<file path="config.mk">
export PLATFORM = sky130hd
export DESIGN_NAME = soin_bpredictor_update_queue
export DESIGN_NICKNAME = d
export VERILOG_FILES = /design/src/rtl/soin_bpredictor_update_queue.sv
export SDC_FILE = /design/constraint.sdc
export NUM_CORES = 1
export LEC_CHECK = 0
export CORE_MARGIN = 10
export CORE_UTILIZATION = 35
export DETAILED_ROUTE_END_ITERATION = 16
export GPL_ROUTABILITY_DRIVEN = 1
export GPL_TIMING_DRIVEN = 0
export PLACE_DENSITY_LB_ADDON = 0.25
export SLEW_MARGIN = 30
export SYNTH_ARGS = -nofsm -noshare
export SYNTH_HDL_FRONTEND = slang
export SYNTH_SLANG_ARGS = --single-unit
</file>
<file path="constraint.sdc">
create_clock -name clk -period 17.15 [get_ports clk]
set_input_delay 4.2875 -clock clk [delete_from_list [all_inputs] [get_ports clk]]
set_output_delay 4.2875 -clock clk [all_outputs]
set_load 0.01 [all_outputs]
</file>
<file path="src/rtl/soin_bpredictor_update_queue.sv">
// In-order queue of predicted branches between the bimodal predictor and execute.
// Pops the head on each resolve and drives the predictor update, fetch redirect and RAS recovery.
module soin_bpredictor_update_queue #(
   parameter int unsigned DEPTH_L    = 3,
   parameter int unsigned META_IN_W  = 20,
   parameter int unsigned META_OUT_W = 24
) (
   input  logic                  clk,
   input  logic                  reset_n,
   input  logic                  fetch_bpq_valid,
   input  logic [31:0]           fetch_bpq_PC,
   input  logic                  fetch_bpq_p_dir,
   input  logic [31:0]           fetch_bpq_p_target,
   input  logic [META_IN_W-1:0]  fetch_bpq_meta,
   output logic                  bpq_fetch_full,
   input  logic                  execute_bpq_resolve,
   input  logic                  execute_bpq_is_cond,
   input  logic                  execute_bpq_dir,
   input  logic [31:0]           execute_bpq_target,
   output logic                  bpq_bpredictor_update,
   output logic [31:0]           bpq_bpredictor_PC,
   output logic [31:0]           bpq_bpredictor_target,
   output logic                  bpq_bpredictor_dir,
   output logic                  bpq_bpredictor_miss,
   output logic [META_OUT_W-1:0] bpq_bpredictor_meta,
   output logic                  bpq_bpredictor_recover_ras,
   output logic                  bpq_fetch_redirect,
   output logic [31:0]           bpq_fetch_redirect_PC,
   output logic [DEPTH_L:0]      bpq_count,
   output logic                  bpq_error
);

   localparam int unsigned Depth = 2 ** DEPTH_L;

   logic [31:0]          r_pc    [Depth];
   logic                 r_pdir  [Depth];
   logic [31:0]          r_ptgt  [Depth];
   logic [META_IN_W-1:0] r_meta  [Depth];

   logic [DEPTH_L:0] r_head, r_tail;
   logic [DEPTH_L:0] w_head_d, w_tail_d, w_head_inc, w_tail_inc;

   logic                  r_update, r_miss, r_redirect, r_recover, r_dir, r_error;
   logic [31:0]           r_out_pc, r_out_tgt, r_redirect_pc;
   logic [META_OUT_W-1:0] r_out_meta;

   logic w_empty, w_full, w_push, w_pop, w_miss, w_push_wr;
   logic [DEPTH_L-1:0]   w_hidx, w_tidx;
   logic [31:0]          w_h_pc, w_h_ptgt, w_redirect_pc;
   logic                 w_h_pdir;
   logic [META_IN_W-1:0] w_h_meta;
   logic [1:0]           w_k, w_c, w_c_new;
   logic [2:0]           w_cidx;
   logic [7:0]           w_byte_new;
   logic [3:0]           w_be;
   logic [META_OUT_W-1:0] w_out_meta;

   assign w_hidx  = r_head[DEPTH_L-1:0];
   assign w_tidx  = r_tail[DEPTH_L-1:0];
   assign w_empty = (r_head == r_tail);
   assign w_full  = (w_hidx == w_tidx) && (r_head[DEPTH_L] != r_tail[DEPTH_L]);
   assign w_push  = fetch_bpq_valid & ~w_full;
   assign w_pop   = execute_bpq_resolve & ~w_empty;

   assign w_h_pc   = r_pc[w_hidx];
   assign w_h_pdir = r_pdir[w_hidx];
   assign w_h_ptgt = r_ptgt[w_hidx];
   assign w_h_meta = r_meta[w_hidx];

   assign w_miss = (execute_bpq_dir != w_h_pdir) |
                   (execute_bpq_dir & (execute_bpq_target != w_h_ptgt));
   assign w_redirect_pc = execute_bpq_dir ? execute_bpq_target : (w_h_pc + 32'd4);

   // Saturating update of the 2-bit counter picked by PC[3:2] inside the meta counter byte.
   always_comb begin
      w_k        = w_h_pc[3:2];
      w_cidx     = {w_k, 1'b0};
      w_byte_new = w_h_meta[15:8];
      w_c        = w_byte_new[w_cidx +: 2];
      w_c_new    = w_c;
      if (execute_bpq_dir) begin
         if (w_c != 2'b11) w_c_new = w_c + 2'd1;
      end else begin
         if (w_c != 2'b00) w_c_new = w_c - 2'd1;
      end
      w_byte_new[w_cidx +: 2] = w_c_new;
   end

   assign w_be       = 4'b0001 << w_h_pc[5:4];
   assign w_out_meta = {w_h_meta[19:16], w_be, w_byte_new, w_h_meta[7:0]};

   assign w_head_inc = r_head + {{DEPTH_L{1'b0}}, 1'b1};
   assign w_tail_inc = r_tail + {{DEPTH_L{1'b0}}, 1'b1};

   // A miss drops every younger entry along with any push arriving the same cycle.
   always_comb begin
      w_head_d  = r_head;
      w_tail_d  = r_tail;
      w_push_wr = 1'b0;
      if (w_pop) w_head_d = w_head_inc;
      if (w_pop && w_miss) begin
         w_tail_d = w_head_inc;
      end else if (w_push) begin
         w_tail_d  = w_tail_inc;
         w_push_wr = 1'b1;
      end
   end

   always_ff @(posedge clk) begin
      if (w_push_wr) begin
         r_pc[w_tidx]   <= fetch_bpq_PC;
         r_pdir[w_tidx] <= fetch_bpq_p_dir;
         r_ptgt[w_tidx] <= fetch_bpq_p_target;
         r_meta[w_tidx] <= fetch_bpq_meta;
      end
   end

   always_ff @(posedge clk) begin
      if (!reset_n) begin
         r_head        <= '0;
         r_tail        <= '0;
         r_update      <= 1'b0;
         r_miss        <= 1'b0;
         r_redirect    <= 1'b0;
         r_recover     <= 1'b0;
         r_error       <= 1'b0;
         r_dir         <= 1'b0;
         r_out_pc      <= '0;
         r_out_tgt     <= '0;
         r_redirect_pc <= '0;
         r_out_meta    <= '0;
      end else begin
         r_head     <= w_head_d;
         r_tail     <= w_tail_d;
         r_update   <= w_pop & execute_bpq_is_cond;
         r_miss     <= w_pop & w_miss;
         r_redirect <= w_pop & w_miss;
         r_recover  <= w_pop & w_miss;
         if (execute_bpq_resolve && w_empty) r_error <= 1'b1;
         if (w_pop) begin
            r_dir         <= execute_bpq_dir;
            r_out_pc      <= w_h_pc;
            r_out_tgt     <= execute_bpq_target;
            r_redirect_pc <= w_redirect_pc;
            r_out_meta    <= w_out_meta;
         end
      end
   end

   assign bpq_fetch_full             = w_full;
   assign bpq_count                  = r_tail - r_head;
   assign bpq_error                  = r_error;
   assign bpq_bpredictor_update      = r_update;
   assign bpq_bpredictor_PC          = r_out_pc;
   assign bpq_bpredictor_target      = r_out_tgt;
   assign bpq_bpredictor_dir         = r_dir;
   assign bpq_bpredictor_miss        = r_miss;
   assign bpq_bpredictor_meta        = r_out_meta;
   assign bpq_bpredictor_recover_ras = r_recover;
   assign bpq_fetch_redirect         = r_redirect;
   assign bpq_fetch_redirect_PC      = r_redirect_pc;

endmodule

</file>
* Word level (Yosys, flattened, before mapping)
Memory sizes are Yosys's and may differ from the RTL's. A register that Yosys moved wholly into a read port is not among the register bits.
Index checks and enable logic that the tools add are counted.
** Operators by class
- Add/subtract/negate cells :: 7
- Eq/ne operators :: 6
- Shift-type cells :: 4
- Multiplexer cells :: 19
- Bitwise gates (word level) :: 8
- Reductions and logical operators :: 5
** Operators by type and width (number)
- $add A32 B3 Y32 const B :: 1
- $mux W32 :: 1
- $ne A32 B32 Y1 :: 1
- $mux W3 :: 8
- $add A4 B1 Y4 const B :: 2
- $bwmux W8 :: 1
- $mux W4 :: 2
- $shift A2 B5 Y8 const A :: 1
- $shiftx A2 B5 Y8 :: 1
- $shiftx A8 B4 Y2 :: 1
- $mux W2 :: 3
- $and A1 B1 Y1 :: 5
- $neg A3 Y5 :: 1
- $eq A4 B4 Y1 :: 1
- $mux W1 :: 4
- $reduce_bool A2 Y1 :: 2
- $shl A1 B2 Y4 const A :: 1
- $sub A4 B4 Y4 :: 1
- $eq A3 B3 Y1 :: 1
- $logic_and A1 B1 Y1 :: 3
- $add A2 B1 Y2 const B :: 1
- $ne A1 B1 Y1 :: 2
- $ne A2 B2 Y1 const B :: 1
- $not A1 Y1 :: 2
- other kinds (2) :: 2
** Storage, ports and cells
- Flip-flop bits (word level) :: 132
- RAM bits :: 680
- Input port bits :: 123
- Output and inout bits :: 131
- Logic and storage cells :: 63
- Memories kept :: 4
** Memory list
- r_pc :: words 8, bits a word 32, read ports 1, clocked after memory_dff 1, write ports 1, line 35 : logic [31:0] r_pc [Depth];
- r_ptgt :: words 8, bits a word 32, read ports 1, clocked after memory_dff 1, write ports 1, line 37 : logic [31:0] r_ptgt [Depth];
- r_meta :: words 8, bits a word 20, read ports 1, clocked after memory_dff 1, write ports 1, line 38 : logic [META_IN_W-1:0] r_meta [Depth];
- r_pdir :: words 8, bits a word 1, read ports 1, clocked after memory_dff 1, write ports 1, line 36 : logic r_pdir [Depth];

* Depth between registers and ports, before layout
- Word-level depth :: 8
- Gate-level depth with buffers :: 14
- Depth with buffers taken out :: 10

* Least setup slack after synthesis
Ideal clock, no wire load.
- Path type :: input-to-reg
- From :: input execute_bpq_target[21]
- To :: memory r_meta[6][0] (enable)
- Setup time :: 0.737 ns
- Arrival time :: 13.414 ns
- Required time :: 16.413 ns
- Setup slack :: 2.999 ns
- Cell stages on the path :: 6
- Path buffers :: 0
- Cell sequence :: or3_1 o2bb2ai_1 nor4_1 and4_4 nor2_2 nor4_1
** On the way
- Word-level cells in the longest chain between the ends :: 7
** RTL lines
- start: declaration :: line 19 : input logic [31:0] execute_bpq_target,
- $ne A32 B32 Y1 :: line 71 : (execute_bpq_dir & (execute_bpq_target != w_h_ptgt));
- $and A1 B1 Y1 :: line 71
- $or A1 B1 Y1 :: line 70 : assign w_miss = (execute_bpq_dir != w_h_pdir) |
- $logic_and A1 B1 Y1 :: line 101 : if (w_pop && w_miss) begin
- $mux W1 :: line 101
- $mux W1 :: line 110 : if (w_push_wr) begin
- $mux W1 (not written as such) :: line 114 : r_meta[w_tidx] <= fetch_bpq_meta;
- end: declaration :: line 38
No other way between the ends.

* Final worst setup path
- From :: input execute_bpq_target[24]
- To :: memory r_ptgt[6][8] (enable)
** On the way
- Word-level cells in the longest chain between the ends :: 7
** RTL lines
- $ne A32 B32 Y1 :: line 71
- $and A1 B1 Y1 :: line 71
- $or A1 B1 Y1 :: line 70
- $logic_and A1 B1 Y1 :: line 101
- $mux W1 :: line 101
- $mux W1 :: line 110
- $mux W1 (not written as such) :: line 113 : r_ptgt[w_tidx] <= fetch_bpq_p_target;
- end: declaration :: line 37
No other way between the ends.

==> impl_metrics.prom <==
# TYPE chip_impl_metric gauge
chip_impl_info{name="status",value="completed"} 1
chip_impl_metric{name="grt.met1_usage",unit="%"} 24.6
chip_impl_metric{name="yosysWarningCount",unit=""} 0
chip_impl_metric{name="number_of_antenna_violations_at_the_first_check_in_global_routing",unit=""} 22
chip_impl_metric{name="multi_input_area",unit="mm^2"} 0.00837
chip_impl_metric{name="antenna_violating_nets_post_route",unit=""} 0
chip_impl_metric{name="routed_wire_length_per_instance",unit="um"} 28.0
chip_impl_metric{name="max-vdd-ir-drop",unit="uV"} 86.4
chip_impl_info{name="yosys_most_used_dff",value="sky130_fd_sc_hd__edfxtp_1"} 1
chip_impl_metric{name="grt_pass1_wl",unit="mm"} 140
chip_impl_metric{name="power_per_cell_area",unit="mW/mm^2"} 165
chip_impl_metric{name="io_buffer_count",unit=""} 252
chip_impl_info{name="startpoint_type",value="input pin"} 1
chip_impl_metric{name="num_rows",unit=""} 110
chip_impl_info{name="setup_repair_after_global_routing_missed_its_margin",value="false"} 1
chip_impl_metric{name="timing.final.crit_period",unit="ps"} 8170
chip_impl_metric{name="ios",unit=""} 254
chip_impl_metric{name="detailed_place_hpwl",unit="mm"} 76.2
chip_impl_metric{name="detail_route.drc_violations",unit=""} 0
chip_impl_metric{name="nNetsFinal",unit=""} 2441
chip_impl_metric{name="hold-worst-slack",unit="ps"} 453
chip_impl_metric{name="first_global_vias",unit=""} 19200
chip_impl_metric{name="post_synth_inst_count",unit=""} 1834
chip_impl_info{name="min_path_type",value="flop to flop"} 1
chip_impl_metric{name="vias_per_cell",unit=""} 5.35
chip_impl_metric{name="pin_count_of_the_biggest_net_entering_global_routing",unit=""} 15
chip_impl_metric{name="timing.clock.skew",unit="ps"} 30.2
chip_impl_metric{name="fill_cells",unit=""} 7823
chip_impl_metric{name="start_util",unit="%"} 35.5
chip_impl_metric{name="first_iter_violations",unit=""} 2034
chip_impl_info{name="critical_path.cell_chain",value="clkdlybuf4s50_1, xor2_1, nand4_1, nor4_2, and4_4, nor2_2, nor4_2, buf_2, buf_4, buf_2, buf_4, buf_2, buf_2"} 1
chip_impl_metric{name="first_pass_iters",unit=""} 5
chip_impl_info{name="timing.critical_path.mode_cell",value="sky130_fd_sc_hd__buf_2"} 1
chip_impl_metric{name="global_route.usage.met3",unit="%"} 6.98
chip_impl_metric{name="design.core.area",unit="mm^2"} 0.0904
chip_impl_metric{name="worstPathMaxFanout",unit=""} 6
chip_impl_info{name="synth_top_cells_by_count",value="680 x sky130_fd_sc_hd__edfxtp_1, 137 x sky130_fd_sc_hd__mux4_2, 135 x sky130_fd_sc_hd__dfxtp_1"} 1
chip_impl_metric{name="area_growth",unit="%"} 24.6
chip_impl_metric{name="grt_use_total",unit="%"} 18.8
chip_impl_metric{name="maxSlewViolCount",unit=""} 0
chip_impl_metric{name="synth_enable_flop_cells",unit=""} 680
chip_impl_metric{name="cts_sinks",unit=""} 815
chip_impl_metric{name="synth_sequential_area_ratio",unit="%"} 72.1
chip_impl_metric{name="area.sequential",unit="mm^2"} 0.0231
chip_impl_info{name="grt_busiest_layer",value="met2"} 1
chip_impl_metric{name="fin_util",unit="%"} 44.2
chip_impl_metric{name="crit_required",unit="ps"} 17480
chip_impl_metric{name="rel_slew_slack",unit="%"} 33.0
chip_impl_info{name="yosys.cell_count.top_type",value="sky130_fd_sc_hd__edfxtp_1"} 1
chip_impl_info{name="tritoncts",value="built"} 1
chip_impl_info{name="type_of_destination_of_the_critical_path",value="flop"} 1
chip_impl_metric{name="cts_max_path_buffers",unit=""} 3
chip_impl_metric{name="grt_overflow_total",unit=""} 0
chip_impl_metric{name="cts.repair_timing.setup_buffer_count",unit=""} 0
chip_impl_info{name="synthDominantAreaCellType",value="sky130_fd_sc_hd__edfxtp_1"} 1
chip_impl_metric{name="max_freq",unit="MHz"} 122
chip_impl_metric{name="insertion_delay",unit="ps"} 650
chip_impl_metric{name="p_leak",unit="nW"} 13.0
chip_impl_metric{name="die_width",unit="um"} 323
chip_impl_metric{name="maxCapViolations",unit=""} 0
chip_impl_metric{name="numCtsBuffers",unit=""} 87
chip_impl_metric{name="tightestPinTransition",unit="ps"} 1000
chip_impl_metric{name="design_power_total",unit="mW"} 6.59
chip_impl_metric{name="critical_path.n_buffers_inverters",unit=""} 7
chip_impl_metric{name="clkTransAtPathRegs",unit="ps"} 60
chip_impl_metric{name="finalHoldViolations",unit=""} 0
chip_impl_metric{name="floorplan.die.height",unit="um"} 323
chip_impl_info{name="worst-setup-path-type",value="input pin to flop"} 1
chip_impl_metric{name="cts.hold.buffers_added",unit=""} 0
chip_impl_metric{name="routed_wl",unit="mm"} 99.9
chip_impl_metric{name="fp.dieArea",unit="mm^2"} 0.104
chip_impl_metric{name="asyncSetResetFlopFracSynth",unit="%"} 0
chip_impl_metric{name="post-synth-top-area-fraction",unit="%"} 63.7
chip_impl_info{name="path_delay_family",value="buffers and inverters"} 1
chip_impl_metric{name="synth_seq_cells",unit=""} 815
chip_impl_metric{name="met2_usage",unit="%"} 28.2
chip_impl_metric{name="synth_cell_types",unit=""} 69
chip_impl_metric{name="finalCritPeriodShare",unit="%"} 47.7
chip_impl_info{name="clock_tree.root_cell",value="sky130_fd_sc_hd__clkbuf_16"} 1
chip_impl_metric{name="crit_arrival",unit="ps"} 8510
chip_impl_metric{name="synthesis.area_per_instance",unit="um^2"} 17.5
chip_impl_metric{name="final-setup-viol-count",unit=""} 0
chip_impl_metric{name="detailroute.via_count",unit=""} 19100
chip_impl_metric{name="routabilityCongestion",unit=""} 0.891
chip_impl_metric{name="synth.net_count",unit=""} 1969
chip_impl_metric{name="deepest_level_of_the_cts_h_tree",unit=""} 3
chip_impl_metric{name="timing.critical_path.slowest_cell_delay",unit="ps"} 740
chip_impl_metric{name="syn-cell-area",unit="mm^2"} 0.0321
chip_impl_info{name="crit_slowest_cell",value="sky130_fd_sc_hd__clkdlybuf4s50_1"} 1
chip_impl_metric{name="post_route_cells_drive_above_1_share",unit="%"} 20.4
chip_impl_metric{name="cts_resized",unit=""} 0
chip_impl_info{name="ys_top_cells_by_area",value="sky130_fd_sc_hd__edfxtp_1 64%, sky130_fd_sc_hd__mux4_2 9.6%, sky130_fd_sc_hd__dfxtp_1 8.4%, sky130_fd_sc_hd__mux2i_1 3.7%, sky130_fd_sc_hd__nand2_1 1.5%"} 1
## cell type report
class / count / share of cell area (%)
multi-input cells: 900 / 20.9
plain buffers: 106 / 1.45
clock inverters: 36 / 0.751
repair buffers: 383 / 8.85
well taps: 1176 / 3.68
diodes: 13 / 0.0814
clock buffers: 123 / 6.30
inverters: 13 / 0.122
flip-flops and latches: 815 / 57.8
## layout by cell type, fill, tap and decap left out, types with 24 or more instances in the layout
cell / netlist / final
sky130_fd_sc_hd__dfxtp_1: 135 / 135
sky130_fd_sc_hd__mux2i_1: 117 / 117
sky130_fd_sc_hd__clkbuf_1: 50 / 69
sky130_fd_sc_hd__mux4_2: 137 / 137
sky130_fd_sc_hd__nand3_1: 24 / 24
sky130_fd_sc_hd__buf_2: 28 / 47
sky130_fd_sc_hd__clkbuf_16: 0 / 91
sky130_fd_sc_hd__xnor2_1: 33 / 33
sky130_fd_sc_hd__buf_6: 7 / 28
sky130_fd_sc_hd__nor2_1: 80 / 80
sky130_fd_sc_hd__a211oi_1: 46 / 46
sky130_fd_sc_hd__o21ai_0: 32 / 32
sky130_fd_sc_hd__xor2_1: 25 / 25
sky130_fd_sc_hd__buf_4: 14 / 105
sky130_fd_sc_hd__edfxtp_1: 680 / 680
sky130_fd_sc_hd__a21oi_1: 76 / 76
sky130_fd_sc_hd__nand2_1: 124 / 124
sky130_fd_sc_hd__clkdlybuf4s50_1: 0 / 252
## worst reg2reg max path, delay by kind of cell (launching register included)
family / cells / cell delay, ps
simple gates: 5 / 1680
mux: 1 / 450
flops: 1 / 510
xor+xnor: 1 / 270
buf+inv: 10 / 2790
## worst paths after layout
check	startpoint	end	slack, ps	depth (start not counted)
worst max-delay path	execute_bpq_target[24]	r_ptgt[6][8]	8980	13
worst min-delay path	bpq_bpredictor_target[12]	bpq_bpredictor_target[12]	450	2
worst max register to register	flop	r_ptgt[6][8]	11150	17
worst min register to register	bpq_bpredictor_target[12]	bpq_bpredictor_target[12]	450	2
## where the power goes
part	switching [mW]	leakage [nW]	internal [mW]	total, mW
clock	0.756	1.37	1.08	1.84
combinational	1.21	4.35	0.860	2.07
sequential	0.182	7.27	2.50	2.68
total	2.15	13.0	4.44	6.59
## through the flow
stage                     TNS (ps)  setup slack, ps  cells  area, um^2
after floorplan                  0             3000   1834       32100
after global placement    -1851350            -8140   3262       36100
after detailed placement         0             8430   3392       37100
after CTS                        0             9080   3551       39900
after global routing             0             8830   3557       40000
final                            0             8980   3565       40000
## registers in the layout, summed over array words and instances, names as in the netlist, named ones only
signal,flops
bpq_bpredictor_target,32
r_ptgt,256
bpq_fetch_redirect_PC,32
bpq_bpredictor_update,1
r_meta,160
bpq_bpredictor_PC,32
bpq_bpredictor_dir,1
bpq_bpredictor_recover_ras,1
r_pc,256
r_head,4
r_pdir,8
bpq_error,1
bpq_bpredictor_meta,24
r_tail,4
## routing by layer
metal	part of all wire, %	wire length [um]	vias to the layer above
met5	0.14	137	-
met4	3.2	3210	22
met3	11	10900	173
met1	41	40800	9804
li1	-	-	8225
met2	45	44900	860
## kinds of logic (layout without fill, tap and decap cells)
| logic type | after synthesis | in the layout | share of synthesized area, % |
|---|---|---|---|
| buf+inv | 119 | 661 | 1.95 |
| other cells | 0 | 13 | 0 |
| fa+ha+maj | 14 | 14 | 0.554 |
| simple gates | 325 | 325 | 4.90 |
| flops | 815 | 815 | 72.1 |
| mux | 277 | 277 | 14.4 |
| xor+xnor | 58 | 58 | 1.58 |
| compound gates | 226 | 226 | 4.49 |
(Power assumes the default switching activity.)
